### src/rtl/adder_eval_pkg.sv
// Shared types and helpers for the pipelined exact/LOA adder evaluator.
package adder_eval_pkg;

  // Upper bounds for operand width and LOA depth width carried in the payload.
  localparam int MAX_W  = 32;
  localparam int MAX_KW = 6;

  // Per-stage payload: partial sums, ripple carries, depth and operands.
  typedef struct packed {
    logic [MAX_W-1:0]  exact;
    logic [MAX_W-1:0]  approx;
    logic              c_exact;
    logic              c_approx;
    logic [MAX_KW-1:0] k;
    logic [MAX_W-1:0]  a;
    logic [MAX_W-1:0]  b;
  } stage_payload_t;

  // Number of SEG-wide stages needed to cover WIDTH bits.
  function automatic int calc_stages(input int width, input int seg);
    return (width + seg - 1) / seg;
  endfunction

  // OR-region mask: bit i set when i < k (and i < width).
  function automatic logic [MAX_W:0] loa_mask(input logic [MAX_KW-1:0] k, input int width);
    logic [MAX_W:0] m;
    m = '0;
    for (int i = 0; i <= MAX_W; i++) begin
      if ((i < width) && (i < int'(k))) begin
        m[i] = 1'b1;
      end else begin
        m[i] = 1'b0;
      end
    end
    return m;
  endfunction

endpackage

### src/rtl/adder_seg_stage.sv
// One pipeline segment: bits [LO,HI) of the exact and LOA adders plus valid/load.
module adder_seg_stage
  import adder_eval_pkg::*;
#(
  parameter int WIDTH = 8,
  parameter int LO    = 0,
  parameter int HI    = 4
) (
  input  logic           clk,
  input  logic           rst_n,
  input  logic           up_valid,
  input  logic           down_load,
  input  stage_payload_t up_data,
  output logic           load_s,
  output logic           valid_r,
  output stage_payload_t data_r
);

  stage_payload_t nxt_s;
  logic [MAX_W:0] mask_s;
  logic           ce_s;
  logic           ca_s;
  logic           unused_mask_s;

  // A stage takes new data when it is empty or its content moves on.
  assign load_s = !valid_r || down_load;

  // Only part of the mask falls in this segment.
  assign unused_mask_s = ^mask_s;

  // Ripple this segment of both adders; LOA bits below k are OR-ed.
  always_comb begin
    nxt_s  = up_data;
    mask_s = loa_mask(up_data.k, WIDTH);
    ce_s   = up_data.c_exact;
    ca_s   = up_data.c_approx;
    for (int i = LO; i < HI; i++) begin
      nxt_s.exact[i] = up_data.a[i] ^ up_data.b[i] ^ ce_s;
      ce_s = (up_data.a[i] & up_data.b[i]) | (up_data.a[i] & ce_s) | (up_data.b[i] & ce_s);
      if (mask_s[i]) begin
        nxt_s.approx[i] = up_data.a[i] | up_data.b[i];
        // Topmost OR bit generates the carry into bit k.
        if (!mask_s[i+1]) begin
          ca_s = up_data.a[i] & up_data.b[i];
        end else begin
          ca_s = 1'b0;
        end
      end else begin
        nxt_s.approx[i] = up_data.a[i] ^ up_data.b[i] ^ ca_s;
        ca_s = (up_data.a[i] & up_data.b[i]) | (up_data.a[i] & ca_s) | (up_data.b[i] & ca_s);
      end
    end
    nxt_s.c_exact  = ce_s;
    nxt_s.c_approx = ca_s;
  end

  // Stage valid bit and payload register; payload holds while stalled.
  always_ff @(posedge clk or negedge rst_n) begin
    if (!rst_n) begin
      valid_r <= 1'b0;
      data_r  <= '0;
    end else if (load_s) begin
      valid_r <= up_valid;
      if (up_valid) begin
        data_r <= nxt_s;
      end else begin
        data_r <= data_r;
      end
    end else begin
      valid_r <= valid_r;
      data_r  <= data_r;
    end
  end

endmodule

### src/rtl/adder_pipe_eval.sv
// Pipelined exact + LOA approximate adder with error output and running statistics.
module adder_pipe_eval
  import adder_eval_pkg::*;
#(
  parameter int WIDTH = 8,
  parameter int SEG   = 4,
  parameter int CNT_W = 16
) (
  input  logic                         clk,
  input  logic                         rst_n,
  input  logic                         in_valid,
  output logic                         in_ready,
  input  logic [WIDTH-1:0]             in_a,
  input  logic [WIDTH-1:0]             in_b,
  input  logic [$clog2(WIDTH+1)-1:0]   in_k,
  output logic                         out_valid,
  input  logic                         out_ready,
  output logic [WIDTH:0]               out_sum,
  output logic [WIDTH:0]               out_exact,
  output logic [WIDTH:0]               out_err,
  input  logic                         stat_clr,
  output logic [CNT_W-1:0]             stat_samples,
  output logic [CNT_W-1:0]             stat_errs,
  output logic [WIDTH:0]               stat_max_err
);

  localparam int STAGES = calc_stages(WIDTH, SEG);
  localparam int KW     = $clog2(WIDTH+1);

  stage_payload_t in_pay_s;
  stage_payload_t fin_s;
  logic [WIDTH:0] exact_s;
  logic [WIDTH:0] approx_s;
  logic [WIDTH:0] err_s;
  logic           fire_s;
  logic           unused_fin_s;
  logic [CNT_W-1:0] samples_r;
  logic [CNT_W-1:0] errs_r;
  logic [WIDTH:0]   max_err_r;

  // Build the stage-0 payload; depth beyond WIDTH is clamped to WIDTH.
  always_comb begin
    in_pay_s = '0;
    in_pay_s.a[WIDTH-1:0] = in_a;
    in_pay_s.b[WIDTH-1:0] = in_b;
    if (in_k > KW'(WIDTH)) begin
      in_pay_s.k = MAX_KW'(WIDTH);
    end else begin
      in_pay_s.k = MAX_KW'(in_k);
    end
  end

  for (genvar s = 0; s < STAGES; s++) begin : g_stage
    localparam int LO = s * SEG;
    localparam int HI = ((s + 1) * SEG > WIDTH) ? WIDTH : (s + 1) * SEG;
    logic           down_load_s;
    logic           up_valid_s;
    logic           load_s;
    logic           valid_r;
    stage_payload_t up_data_s;
    stage_payload_t data_r;

    if (s == STAGES - 1) begin : g_last
      assign down_load_s = out_ready;
    end else begin : g_mid
      assign down_load_s = g_stage[s+1].load_s;
    end

    if (s == 0) begin : g_first
      assign up_valid_s = in_valid;
      assign up_data_s  = in_pay_s;
    end else begin : g_next
      assign up_valid_s = g_stage[s-1].valid_r;
      assign up_data_s  = g_stage[s-1].data_r;
    end

    adder_seg_stage #(.WIDTH(WIDTH), .LO(LO), .HI(HI)) u_stage (
      .clk       (clk),
      .rst_n     (rst_n),
      .up_valid  (up_valid_s),
      .down_load (down_load_s),
      .up_data   (up_data_s),
      .load_s    (load_s),
      .valid_r   (valid_r),
      .data_r    (data_r)
    );
  end

  assign in_ready  = g_stage[0].load_s;
  assign out_valid = g_stage[STAGES-1].valid_r;
  assign fin_s     = g_stage[STAGES-1].data_r;

  // Operands and upper payload bits are not needed past the last stage.
  assign unused_fin_s = ^fin_s;

  assign exact_s   = {fin_s.c_exact,  fin_s.exact[WIDTH-1:0]};
  assign approx_s  = {fin_s.c_approx, fin_s.approx[WIDTH-1:0]};
  assign out_sum   = approx_s;
  assign out_exact = exact_s;
  assign out_err   = err_s;
  assign fire_s    = out_valid && out_ready;

  // Absolute difference of the completed sums.
  always_comb begin
    if (exact_s >= approx_s) begin
      err_s = exact_s - approx_s;
    end else begin
      err_s = approx_s - exact_s;
    end
  end

  // Saturating statistics; a clear wins over a coinciding transfer.
  always_ff @(posedge clk or negedge rst_n) begin
    if (!rst_n) begin
      samples_r <= '0;
      errs_r    <= '0;
      max_err_r <= '0;
    end else if (stat_clr) begin
      samples_r <= '0;
      errs_r    <= '0;
      max_err_r <= '0;
    end else if (fire_s) begin
      if (samples_r != {CNT_W{1'b1}}) begin
        samples_r <= samples_r + CNT_W'(1);
      end else begin
        samples_r <= samples_r;
      end
      if ((err_s != '0) && (errs_r != {CNT_W{1'b1}})) begin
        errs_r <= errs_r + CNT_W'(1);
      end else begin
        errs_r <= errs_r;
      end
      if (err_s > max_err_r) begin
        max_err_r <= err_s;
      end else begin
        max_err_r <= max_err_r;
      end
    end else begin
      samples_r <= samples_r;
      errs_r    <= errs_r;
      max_err_r <= max_err_r;
    end
  end

  assign stat_samples = samples_r;
  assign stat_errs    = errs_r;
  assign stat_max_err = max_err_r;

endmodule

### config.mk
export PLATFORM = sky130hd
export DESIGN_NAME = adder_pipe_eval
export DESIGN_NICKNAME = d
export VERILOG_FILES = /design/src/rtl/adder_eval_pkg.sv /design/src/rtl/adder_seg_stage.sv /design/src/rtl/adder_pipe_eval.sv
export SDC_FILE = /design/constraint.sdc
export NUM_CORES = 1
export LEC_CHECK = 0
export ABC_CLOCK_PERIOD_IN_PS = 10500
export CAP_MARGIN = 20
export CORE_MARGIN = 2
export CORE_UTILIZATION = 55
export DETAILED_ROUTE_END_ITERATION = 8
export GPL_TIMING_DRIVEN = 0
export PLACE_DENSITY = 0.87
export SLEW_MARGIN = 10
export SYNTH_ARGS = -nofsm -noshare
export SYNTH_HDL_FRONTEND = slang
export SYNTH_SLANG_ARGS = --single-unit
### constraint.sdc
create_clock -name clk -period 10.5 [get_ports clk]
set_input_delay 2.1 -clock clk [delete_from_list [all_inputs] [get_ports clk]]
set_output_delay 2.1 -clock clk [all_outputs]
set_load 0.01 [all_outputs]
After elaboration in Yosys (flattened, before gate mapping)
Cells that the tools add are included.
{"block": "word_totals", "ff_bits": 93, "elab_cells": 187}
{"block": "classes", "n_reduce_logical": 16, "n_addsub": 4, "muxes": 43, "order_cmp": 12, "bitwise": 94, "n_eq_ne": 2}
{"operator": "16-bit 2-to-1 mux", "count": 6}
{"operator": "1-bit AND", "count": 36}
{"operator": "9-bit 2-to-1 mux", "count": 4}
{"operator": "1-bit OR", "count": 36}
{"operator": "16-bit by 1-bit adder with 16-bit output, second input constant", "count": 2}
{"operator": "1-bit 2-to-1 mux", "count": 32}
{"operator": "16-bit inequality test, second input constant", "count": 2}
{"operator": "3-bit by 6-bit < comparator with 1-bit output, first input constant", "count": 4}
{"operator": "1-bit XOR", "count": 22}
{"operator": "9-bit subtractor", "count": 2}
{"operator": "2-bit AND reduction", "count": 5}
{"operator": "9-bit >= comparator", "count": 1}
{"operator": "9-bit greater-than comparator", "count": 1}
{"operator": "9-bit nonzero test", "count": 1}
{"operator": "1-bit by 4-bit < comparator with 1-bit output, first input constant", "count": 2}
{"operator": "2-bit by 4-bit < comparator with 1-bit output, first input constant", "count": 2}
{"operator": "2-bit nonzero test", "count": 4}
{"operator": "4-bit greater-than comparator, second input constant", "count": 1}
{"operator": "3-bit by 4-bit < comparator with 1-bit output, first input constant", "count": 1}
{"operator": "4-bit 2-to-1 mux", "count": 1}
{"operator": "1-bit logical AND", "count": 2}
{"operator": "1-bit logical NOT", "count": 2}
{"operator": "1-bit logical OR", "count": 2}

Logic depth before layout (Yosys ltp)
Gate-level depths: netlist (run 1).
{"block": "depth", "word_depth": 18, "depth_mapped": 19, "ltp_nobuf": 18}

By module
From an unflattened synthesis (run 1), not the netlist that was laid out.
{"block": "unflattened", "cells_unflattened": 1103, "area_unflattened_um2": 15065.7}
{"module": "adder_seg_stage (g_stage[1].u_stage)", "n_inst": 1, "area_per_inst_um2": 6084.6, "cells_each": 349}
{"module": "adder_seg_stage (g_stage[0].u_stage)", "n_inst": 1, "area_per_inst_um2": 5636.7, "cells_each": 353}
{"module": "adder_pipe_eval", "n_inst": 1, "area_per_inst_um2": 3344.5, "cells_each": 401}

Least setup slack after synthesis (run 1)
No wires, ideal clock.
{"block": "synth_timing", "path_type": "input-to-reg", "from": "input port in_k[3]", "to": "register g_stage[0].u_stage.data_r[75] (netlist name)", "t_arrival_ns": 4.345, "cell_stages": 11, "setup_ns": 0.083, "setup_slack_ns": 6.073, "path_buffers": 1, "required_ns": 10.417, "cell_sequence": "clkbuf_1 > or3_1 > nor2_1 > fa_1 > mux2i_1 > nor3_1 > fa_1 > a21oi_1 > fa_1 > mux2_2 > o21ai_0"}
{"block": "synth_between", "elab_chain_cells": 16}
{"item": "start: declaration", "line": "adder_pipe_eval.sv:15", "source": "input logic [$clog2(WIDTH+1)-1:0] in_k,"}
{"item": "4-bit greater-than comparator", "line": "adder_pipe_eval.sv:46", "source": "if (in_k > KW'(WIDTH)) begin"}
{"item": "4-bit 2-to-1 mux (*)", "line": "adder_pipe_eval.sv:46"}
{"item": "1-bit by 4-bit < comparator with 1-bit output", "line": "adder_eval_pkg.sv:29", "source": "if ((i < width) && (i < int'(k))) begin"}
{"item": "1-bit 2-to-1 mux", "line": "adder_eval_pkg.sv:29"}
{"item": "1-bit 2-to-1 mux", "line": "adder_seg_stage.sv:43", "source": "if (!mask_s[i+1]) begin"}
{"item": "1-bit 2-to-1 mux", "line": "adder_seg_stage.sv:40", "source": "if (mask_s[i]) begin"}
{"item": "1-bit AND", "line": "adder_seg_stage.sv:50", "source": "ca_s = (up_data.a[i] & up_data.b[i]) | (up_data.a[i] & ca_s) | (up_data.b[i] & ca_s);"}
{"item": "1-bit OR (2 in series)", "line": "adder_seg_stage.sv:50"}
{"item": "1-bit 2-to-1 mux", "line": "adder_seg_stage.sv:40"}
{"item": "1-bit AND", "line": "adder_seg_stage.sv:50"}
{"item": "1-bit OR (2 in series)", "line": "adder_seg_stage.sv:50"}
{"item": "1-bit 2-to-1 mux", "line": "adder_seg_stage.sv:40"}
{"item": "1-bit XOR", "line": "adder_seg_stage.sv:49", "source": "nxt_s.approx[i] = up_data.a[i] ^ up_data.b[i] ^ ca_s;"}
{"item": "1-bit 2-to-1 mux (*)", "line": "adder_seg_stage.sv:40"}
Mark *: on every way between the ends. The rest lies on a longest branch, timed or not.
A chain may end at the register's enable or synchronous reset.

Worst setup path after layout (run 1)
{"block": "layout_timing", "from": "register g_stage[1].u_stage.data_r[75] (netlist name)", "to": "output port out_err[7]"}
{"block": "layout_between", "elab_chain_cells": 2}
{"item": "9-bit subtractor, or another cell as far along", "line": "adder_pipe_eval.sv:108", "source": "err_s = approx_s - exact_s;"}
{"item": "9-bit 2-to-1 mux (*)", "line": "adder_pipe_eval.sv:105", "source": "if (exact_s >= approx_s) begin"}
{"item": "end: declaration", "line": "adder_pipe_eval.sv:20", "source": "output logic [WIDTH:0] out_err,"}
Marked as above.

==> results.md, run 1 <==
- Synth cell types: 63
- Fin crit share: 52.7%
- Initial antenna violation count: 0
- Slew Limit Fails: 0
- Post-route DRC: 0
- Initial Util: 57.1%
- Pleak: 0.00307 µW
- Layout cells sized above 1: 11.7%
- N_diodes: 0
- Grt total ovfl: 0
- Clock slew seen by the registers of the worst setup and hold paths: 0.07 ns
- Max-Cap Viols: 0
- Nets: 757
- Post-CTS sizing: 0
- Seq cells post-synth: 83
- CP arrival: 3.43 ns
- Min Hold Slack: 0.488 ns
- Setup Crit Path Kind: reg -> out
- YS warnings: 0
- Leading cell types by count after synthesis: dfrtp_1, nor2_1, inv_1, ha_1, nand2_1
- Vias in the first global route: 4604
- Final ANT Viol Nets: 0
- Worst-case vdd ir drop: 0.143 mV
- Hold Crit Class: reg -> reg
- Area contributors post-synth: dfrtp_1, ha_1, fa_1
- Max FO, Critical Path: 9
- Top delay family on crit path: compound AO/OA/AOI/OAI gates
- Syn_nets: 653
- Placed cells: 796
- First-pass GRT wire length: 21700 µm
- Max Clk Rate: 181 MHz
- Gpl congestion: 0.901
- CP max-delay cell: clkdlybuf4s50_1
- Pin count of the biggest net entering global routing: 56
- R2r setup slk: 6.10 ns
- Finished Cell Area: 6880 µm²
- Max Clock Skew: 0.00900 ns
- Final std cells w/o fill: 811
- CP required: 8.40 ns
- Inserted Clock Buffers: 9
- DR pass1 iterations: 4
- Register area share after synthesis: 37.1%
- Worst Path Buf+Inv: 3
- Worst Setup End Kind: output pin
- Count leader, synth: dfrtp_1
- Clk_lat worst skew: 0.35 ns
- Synth top area share: 37.1%
- Dpl cell area: 6720 µm²
- Routed WL: 12500 µm
- EDFF count, synth: 0
- GRT Total Usage: 24.4%
- Setup Viol. Count Final: 0
- Number of hold buffers added after cts: 0
- CTS tree: done
- Final HPWL DP: 9790 µm
- Pwr Density: 247 nW/µm²
- Routed wire per std cell: 15.5 µm
- Status: complete, no violations
- Core Rows: 36
- Fin crit period: 5.53 ns
- IO Count: 95
- Die ar.: 11000 µm²
- Initial DRC count: 293
- Critical-path cell list: inv_1 > ha_1 > buf_4 > a21o_1 > a21oi_1 > a21o_1 > a21oi_1 > a22oi_2 > xor2_1 > clkdlybuf4s50_1
- Synth Flop Type: dfrtp_1
- Via count: 4505
- Max Root-Sink Buffers: 2
- Unrepaired setup endpoints after global routing: no
- Rel. slew slack: 61.1%
- Worst-margin pin slew: 0.583 ns
- Area growth syn-to-layout: 22.7%
- Clk sinks: 83
- Postcts setup bufs: 0
- Core area: 9820 µm²
- Crit start category: register
- PortBufs: 92
- Cell taking the most area after synthesis: dfrtp_1
- Clock Tree Root: clkbuf_8
- DIE HEIGHT: 105 µm
- Hold Vio Cnt, Final: 0
- Mapped Cells: 570
- Avg Vias per Cell: 5.55
- Fraction of registers with async set/reset: 100%
- H-tree level count: 3
- Die width: 105 µm
- Syn Area/Cell: 9.83 µm²
- Area of the mapped netlist: 5610 µm²
- Crit-path max cell delay: 0.62 ns
- Setup TNS: 0 ns
-- through the flow --
stage / util (%) / setup WS, ns / power [µW]
after floorplan: - / 6.07 / 1130
after global placement: 68.2 / 4.51 / 1450
after detailed placement: 68.4 / 5.11 / 1490
after CTS: 70.1 / 4.99 / 1700
after global routing: 70.1 / 4.71 / 1840
final: 70.1 / 4.97 / 1700
-- logic make-up (layout without fill, tap and decap cells) --
| logic type | after synthesis | in the layout | synth area share [%] |
|---|---|---|---|
| buffers and inverters | 75 | 183 | 5.85 |
| adder cells (fa/ha/maj) | 58 | 58 | 15.1 |
| multiplexers | 41 | 41 | 8.10 |
| AO/OA/AOI/OAI | 96 | 96 | 11.7 |
| AND/OR/NAND/NOR | 188 | 188 | 17.5 |
| XOR/XNOR | 29 | 29 | 4.80 |
| flip-flops | 83 | 83 | 37.1 |
-- metal layers --
layer	vias up	wire, µm	global-route usage, %	part of all wire, %
li1	2141	-	-	-
met1	2232	5370	31.1	43
met2	111	6390	42.4	51
met3	21	563	4.18	4.5
met4	0	218	7.24	1.7
met5	-	0	0	0
-- registers in the layout, indices dropped and copies added, names as in the netlist --
| name | flops |
|---|---|
| stat_max_err | 9 |
| stat_samples | 16 |
| g_stage.u_stage.data_r | 40 |
| stat_errs | 16 |
| g_stage.u_stage.valid_r | 2 |
-- final timing paths --
check / from / cells past startpoint / end
max in group asynchronous: rst_n / 2 / stat_errs[5]
min: g_stage[0].u_stage.data_r[75] / 2 / g_stage[0].u_stage.data_r[75]
min in group asynchronous: rst_n / 1 / g_stage[0].u_stage.data_r[5]
min reg2reg: g_stage[0].u_stage.data_r[75] / 2 / g_stage[0].u_stage.data_r[75]
max reg2reg: g_stage[1].u_stage.data_r[75] / 18 / stat_max_err[8]
max: g_stage[1].u_stage.data_r[75] / 10 / out_err[7]
-- report_power, final --
part | internal (µW) | switching, µW
combinational | 514 | 563
sequential | 370 | 52.8
clock | 91.2 | 112
-- worst reg2reg max path: cells and delay by family (launching register included) --
kind / cells / cell delay (ns)
AO/OA/AOI/OAI: 9 / 1.97
XOR/XNOR: 1 / 0.39
adder cells (fa/ha/maj): 2 / 0.62
buffers and inverters: 3 / 0.46
flip-flops: 1 / 0.43
multiplexers: 1 / 0.20
AND/OR/NAND/NOR: 2 / 0.20
-- cell usage in the layout (no fill, tap or decap), types with 3 or more instances in the layout --
cell type and n:
a211oi_1 9, a21o_1 9, a21oi_1 23, a31oi_1 5, and3_1 4, and4_1 3, buf_4 5, buf_6 4
clkbuf_1 16, clkbuf_8 10, clkdlybuf4s50_1 91, dfrtp_1 83, fa_1 16, ha_1 42, inv_1 52, mux2_2 26
mux2i_1 12, nand2_1 40, nand2b_1 8, nand3_1 13, nand3b_1 3, nand4_1 10, nor2_1 67, nor2b_1 9
nor3_1 3, nor3_2 6, nor3b_2 4, o21ai_0 26, or2_2 4, or3_1 3, xnor2_1 14, xor2_1 13
-- final cells by class --
cell class | count | area (µm²)
multi-input cells | 412 | 3200
fillers | 780 | 2940
flip-flops and latches | 83 | 2080
repair buffers | 93 | 946
inverters | 52 | 195
well taps | 133 | 166
clock buffers | 13 | 149
plain buffers | 23 | 133
clock inverters | 2 | 12.5
No activity file was read; power rests on OpenSTA's default activity.
==> run 2, diff against run 1 <==
--- a/config.mk
+++ b/config.mk
@@ -5,13 +5,13 @@
 export SDC_FILE = /design/constraint.sdc
 export NUM_CORES = 1
 export LEC_CHECK = 0
-export ABC_CLOCK_PERIOD_IN_PS = 10500
+export ABC_CLOCK_PERIOD_IN_PS = 5640
 export CAP_MARGIN = 20
 export CORE_MARGIN = 2
-export CORE_UTILIZATION = 55
+export CORE_UTILIZATION = 54
 export DETAILED_ROUTE_END_ITERATION = 8
 export GPL_TIMING_DRIVEN = 0
-export PLACE_DENSITY = 0.87
+export PLACE_DENSITY = 0.86
 export SLEW_MARGIN = 10
 export SYNTH_ARGS = -nofsm -noshare
 export SYNTH_HDL_FRONTEND = slang
==> constraint.sdc (replaced) <==
create_clock -name clk -period 5.64 [get_ports clk]
set_input_delay 1.128 -clock clk [delete_from_list [all_inputs] [get_ports clk]]
set_output_delay 1.128 -clock clk [all_outputs]
set_load 0.01 [all_outputs]
==> run 2 against run 1 <==
Effect of this change:
- routed wire length decreased by 1.3%
- combinational power grew 85%
- critical path type unchanged
- clock skew increased by 0.0012 ns
- global-route usage decreased by 0.47 points
- register-to-register slack worse by 5.1 ns
- flip-flop and latch count stayed put
==> results.md, run 2 (same netlist as run 1, synthesis figures left out) <==
- Max reg flops: 40 (unchanged)
- Post-CTS sizing: 0 (unchanged)
- Worst-margin pin slew: 0.615 ns (+0.0322 ns)
- Hold Vio Cnt, Final: 0 (unchanged)
- Initial DRC count: 242 (-17%)
- H-tree level count: 3 (unchanged)
- Number of hold buffers added after cts: 0 (unchanged)
- Post-route DRC: 0 (unchanged)
- Met1 Use GR: 30.5% (-0.54 points)
- Die width: 106 µm (+0.89%)
- Avg Vias per Cell: 5.51 (-0.76%)
- Core Rows: 37 (+2.8%)
- Min Hold Slack: 0.489 ns (+0.000689 ns)
- DIE HEIGHT: 106 µm (+0.89%)
- Die ar.: 11200 µm² (+1.8%)
- Fin crit period: 4.71 ns
- Postcts setup bufs: 0 (unchanged)
- Commonest non-fill, non-tap cell in the layout: clkdlybuf4s50_1
- Placed cells: 799 (+0.38%)
- Fin crit share: 83.5%
- Power Total: 3290 µW (+93%)
- Clock slew seen by the registers of the worst setup and hold paths: 0.09 ns (+0.02 ns)
- Routed wire per std cell: 15.2 µm (-1.8%)
- Setup Viol. Count Final: 0 (unchanged)
- Most flop-heavy register: g_stage.u_stage.data_r
- GRT busiest layer: met2
- Worst Path Buf+Inv: 3 (unchanged)
- Fin util: 68.3% (-1.8 points)
- Final std cells w/o fill: 815 (+0.49%)
- Top delay family on crit path: compound AO/OA/AOI/OAI gates
- Slew Limit Fails: 0 (unchanged)
- GR Util met3: 3.46% (-0.72 points)
- Rel. slew slack: 59.0% (-2.1 points)
- Worst-case vdd ir drop: 0.332 mV (+130%)
- CP arrival: 3.58 ns (+0.15 ns)
- Routed WL: 12400 µm (-1.3%)
- Crit-path max cell delay: 0.64 ns (+0.02 ns)
- Layout cells sized above 1: 12.2% (+0.57 points)
- Setup Crit Path Kind: reg -> out
- Crit start category: register
- Layout fillers: 778 (-0.26%)
- Grt total ovfl: 0 (unchanged)
- Clk_lat worst skew: 0.37 ns (+0.02 ns)
- Max Root-Sink Buffers: 2 (unchanged)
- Max FO, Critical Path: 9 (unchanged)
- Met2 Use GR: 40.6% (-1.7 points)
- Via count: 4493 (-0.27%)
- First-pass GRT wire length: 21500 µm (-0.98%)
- Clock Tree Root: clkbuf_8
- CTS tree: done
- Final HPWL DP: 9540 µm (-2.6%)
- Max Clk Rate: 212 MHz
- Max Clock Skew: 0.0102 ns (+0.00119 ns)
- Worst Setup End Kind: output pin
- Pin count of the biggest net entering global routing: 56 (unchanged)
- N_diodes: 0 (unchanged)
- Setup TNS: 0 ns (unchanged)
- Initial antenna violation count: 0 (unchanged)
- PortBufs: 92 (unchanged)
- Vias in the first global route: 4634 (+0.65%)
- Max-Cap Viols: 0 (unchanged)
- Hold Crit Class: reg -> reg
- Area growth syn-to-layout: 24.1%
- Nets: 757 (unchanged)
- Inserted Clock Buffers: 9 (unchanged)
- Core area: 10200 µm² (+3.7%)
- IO Count: 95 (unchanged)
- Pwr Density: 473 nW/µm² (+91%)
- Pleak: 0.00311 µW (+1.1%)
- Final ANT Viol Nets: 0 (unchanged)
- CP max-delay cell: clkdlybuf4s50_1
- Unrepaired setup endpoints after global routing: no
- Gpl congestion: 0.911 (+1.1%)
- Status: complete, no violations
- DR pass1 iterations: 5 (+1)
- CP required: 4.51 ns (-3.89 ns)
- Critical-path cell list: inv_1 > ha_1 > buf_4 > a21o_1 > a21oi_1 > a21o_1 > a21oi_1 > a22oi_2 > xor2_1 > clkdlybuf4s50_1
- Initial Util: 55.0% (-2.0 points)
- GRT Total Usage: 23.9% (-0.47 points)
- Clk sinks: 83 (unchanged)
- Most frequent cells in the layout: clkdlybuf4s50_1, dfrtp_1, nor2_1
==> run 2: cell types whose count changed in the layout (fill, tap and decap cells not counted) <==
cell | previous run | this run
clkbuf_8 | 10 | 11
clkbuf_1 | 16 | 13
clkinvlp_4 | 1 | 2
inv_6 | 0 | 1
clkinv_2 | 1 | 0
bufinv_16 | 0 | 2
==> run 2: final cells by class <==
cell class                      count  area [µm²]  area share, %
Tap cell                          136         170           2.45
Sequential cell                    83        2080           29.9
Multi-Input combinational cell    412        3200           46.0
Inverter                           52         195           2.81
Clock inverter                      5        83.8           1.21
Buffer                             23         133           1.91
Timing Repair Buffer               93         946           13.6
Clock buffer                       11         151           2.18
==> run 2: worst min-delay path: cells and delay by family, from the launching register on <==
family	cells	cell delay, ns
and+or+nand+nor	1	0.05
DFF	1	0.35
AOI/OAI and AO/OA	1	0.06
==> run 2: per-stage QoR <==
stage	setup WS, ns	cell area [µm²]
after floorplan	1.64	5610
after global placement	0.627	6700
after detailed placement	1.27	6720
after CTS	1.03	6960
after global routing	0.795	6960
final	0.931	6960
==> run 2: path summary, 6_finish.rpt <==
path / cells after the start / to / startpoint / slack (ns)
setup reg to reg: 18 / stat_max_err[4] / g_stage[1].u_stage.data_r[75] / 1.04
hold reg to reg: 2 / g_stage[0].u_stage.data_r[72] / g_stage[0].u_stage.data_r[72] / 0.49
min in group asynchronous: 1 / g_stage[0].u_stage.data_r[39] / rst_n / 0.69
hold / removal: 2 / g_stage[0].u_stage.data_r[72] / g_stage[0].u_stage.data_r[72] / 0.49
setup / recovery: 10 / out_err[7] / g_stage[1].u_stage.data_r[75] / 0.93
max in group asynchronous: 2 / stat_samples[11] / rst_n / 4.37
==> run 2: routing by layer <==
metal	wire [µm]	up-vias
li1	-	2141
met1	5300	2177
met2	6180	134
met3	511	41
met4	379	0
met5	0	-
==> run 2: report_power, final <==
group	leakage, µW	switching, µW	internal (µW)
logic	0.00193	1050	958
registers	0.00106	99.2	689
clock network	0.000112	221	275
==> run 3, diff against run 2 <==
--- a/config.mk
+++ b/config.mk
@@ -5,13 +5,13 @@
 export SDC_FILE = /design/constraint.sdc
 export NUM_CORES = 1
 export LEC_CHECK = 0
-export ABC_CLOCK_PERIOD_IN_PS = 5640
+export ABC_CLOCK_PERIOD_IN_PS = 4200
 export CAP_MARGIN = 20
 export CORE_MARGIN = 2
-export CORE_UTILIZATION = 54
+export CORE_UTILIZATION = 49
 export DETAILED_ROUTE_END_ITERATION = 8
 export GPL_TIMING_DRIVEN = 0
-export PLACE_DENSITY = 0.86
+export PLACE_DENSITY = 0.83
 export SLEW_MARGIN = 10
 export SYNTH_ARGS = -nofsm -noshare
 export SYNTH_HDL_FRONTEND = slang
==> constraint.sdc (replaced) <==
create_clock -name clk -period 4.2 [get_ports clk]
set_input_delay 0.84 -clock clk [delete_from_list [all_inputs] [get_ports clk]]
set_output_delay 0.84 -clock clk [all_outputs]
set_load 0.01 [all_outputs]
==> run 3 against run 2 <==
Effect of this change:
- cell count is 3.6% higher
- critical path type unchanged
- first-iteration DRC count is 24% higher
- non-clock buffer count is 22 higher
- critical path depth stayed put
==> results.md, run 3 (same netlist as run 1, synthesis figures left out) <==
- Status: complete, no violations
- Finished Cell Area: 7280 µm² (+4.7%)
- Initial antenna violation count: 0 (unchanged)
- Initial DRC count: 299 (+24%)
- Hold Vio Cnt, Final: 0 (unchanged)
- CP arrival: 3.34 ns (-0.24 ns)
- Avg Vias per Cell: 5.47 (-0.81%)
- Dpl ws: -0.111 ns (-1.38 ns)
- Min Hold Slack: 0.368 ns (-0.121 ns)
- Setup Crit Path Kind: reg -> out
- DIE HEIGHT: 111 µm (+4.8%)
- Fin crit share: 99.5%
- Fin crit period: 4.18 ns
- Setup Viol. Count Final: 0 (unchanged)
- Hold Crit Class: in -> async
- GRT Total Usage: 21.2% (-2.6 points)
- Most flop-heavy register: g_stage.u_stage.data_r
- Slew Limit Fails: 0 (unchanged)
- Crit-path max cell delay: 0.53 ns (-0.11 ns)
- N_diodes: 0 (unchanged)
- DR pass1 iterations: 4 (-1)
- Max Clk Rate: 239 MHz
- Via count: 4615 (+2.7%)
- Pin count of the biggest net entering global routing: 68 (+21%)
- Clk_lat worst skew: 0.34 ns (-0.03 ns)
- CTS tree: done
- Die ar.: 12300 µm² (+9.8%)
- Max Root-Sink Buffers: 2 (unchanged)
- Routed wire per std cell: 15.6 µm (+3.0%)
- Most frequent cells in the layout: clkdlybuf4s50_1, dfrtp_1, nor2_1
- Max reg flops: 40 (unchanged)
- CP max-delay cell: clkdlybuf4s50_1
- Final HPWL DP: 9660 µm (+1.3%)
- Rel. slew slack: 59.3% (+0.34 points)
- Commonest non-fill, non-tap cell in the layout: clkdlybuf4s50_1
- Clock Tree Root: clkbuf_16
- First-pass GRT wire length: 21700 µm (+0.64%)
- Critical-path cell list: ha_1 > buf_2 > and3_1 > o21ai_1 > a21oi_2 > nor3_2 > a22oi_2 > xor2_2 > buf_4 > clkdlybuf4s50_1
- Initial Util: 49.7% (-5.3 points)
- Top delay family on crit path: buffers and inverters
- Fin util: 64.6% (-3.7 points)
- H-tree level count: 3 (unchanged)
- Core area: 11300 µm² (+11%)
- Worst Setup End Kind: output pin
- Worst Path Buf+Inv: 3 (unchanged)
- Layout fillers: 871 (+12%)
- Clk sinks: 83 (unchanged)
- Worst-case vdd ir drop: 0.483 mV (+45%)
- Max-Cap Viols: 0 (unchanged)
- Final ANT Viol Nets: 0 (unchanged)
- Post-route DRC: 0 (unchanged)
- Gpl congestion: 0.907 (-0.40%)
- PortBufs: 92 (unchanged)
- Crit start category: register
- Routed WL: 13200 µm (+6.7%)
- CP required: 3.36 ns (-1.15 ns)
- Worst-margin pin slew: 0.610 ns (-0.00510 ns)
- IO Count: 95 (unchanged)
- Core Rows: 39 (+5.4%)
- Dpl cell area: 6730 µm² (+0.13%)
- Vias in the first global route: 4553 (-1.7%)
- Max Clock Skew: 0.00913 ns (-0.00105 ns)
- Pwr Density: 687 nW/µm² (+45%)
- Area growth syn-to-layout: 29.9%
- Layout cells sized above 1: 16.8% (+4.6 points)
- Final worst-path setup slack: 0.0223 ns (-0.909 ns)
- Clock slew seen by the registers of the worst setup and hold paths: 0.06 ns (-0.03 ns)
- Nets: 779 (+2.9%)
- Pleak: 0.00324 µW (+4.3%)
- Inserted Clock Buffers: 9 (unchanged)
- Grt total ovfl: 0 (unchanged)
- Max FO, Critical Path: 10 (+1)
- Die width: 111 µm (+4.8%)
## run 3: cell types whose count changed in the layout (fill, tap and decap cells not counted), moves of 2 or more
cell	delta
a21oi_1	-3
a21oi_2	+3
buf_4	+21
clkbuf_16	+9
clkbuf_8	-10
clkinv_2	+2
ha_1	-3
ha_4	+2
mux2i_1	-2
mux2i_2	+2
nor2_1	-2
## run 3: power by group
group	leakage, µW	internal [µW]	switching [µW]
sequential	0.00106	927	131
clock	0.000145	477	321
combinational	0.00203	1550	1590
total	0.00324	2960	2050
## run 3: metrics by stage
| step | cells | total power, µW | TNS, ns |
|---|---|---|---|
| after floorplan | 570 | 2830 | 0 |
| after global placement | 805 | 3640 | -46.80 |
| after detailed placement | 806 | 3740 | -0.659 |
| after CTS | 823 | 4590 | -0.0385 |
| after global routing | 844 | 5330 | -0.543 |
| final | 844 | 5000 | 0 |
## run 3: worst reg2reg max path: cells and delay by family, from the launching register on
kind,cells,cell delay [ns]
compound gates,7,1.39
buf+inv,4,0.63
fa+ha+maj,2,0.55
mux,2,0.51
simple gates,4,0.45
flops,1,0.43
## run 3: cell type report
cell class	instances	area, µm²	share of cell area (%)
timing repair buffer	115	1110	15.3
clock buffer	10	239	3.28
multi-input combinational	412	3280	45.0
sequential	83	2080	28.5
tap	143	179	2.46
inverter	52	195	2.68
clock inverter	6	63.8	0.876
buffer	23	136	1.87
## run 3: worst paths after layout
check,slack (ns),startpoint,to,cells past startpoint
min in group clk,0.47,g_stage[0].u_stage.data_r[72],g_stage[0].u_stage.data_r[72],2
max in group asynchronous,3.23,rst_n,g_stage[1].u_stage.data_r[105],2
hold reg to reg,0.47,g_stage[0].u_stage.data_r[72],g_stage[0].u_stage.data_r[72],2
hold / removal,0.37,rst_n,g_stage[0].u_stage.data_r[4],1
setup / recovery,0.02,g_stage[1].u_stage.data_r[106],out_err[7],10
setup reg to reg,0.09,g_stage[1].u_stage.data_r[106],stat_max_err[4],19
## run 3: routing by layer
metal	GRT usage, %	vias to the layer above	part of all wire [%]
met5	0	-	0
met4	6.92	0	1.7
met3	3.55	23	4.0
met2	36.6	125	51
met1	27.4	2276	44
li1	-	2191	-
## run 3: repair_timing
| item | 4_1_cts | 5_1_grt |
|---|---|---|
| setup endpoints to repair | 8 | 12 |
| hold buffers | 0 | 0 |
| pin swaps | 1 | 7 |
| gates cloned | 0 | 1 |
| buffers inserted | 1 | 20 |
| endpoints found under the hold margin | 0 | 0 |
| gates resized for setup | 1 | 17 |
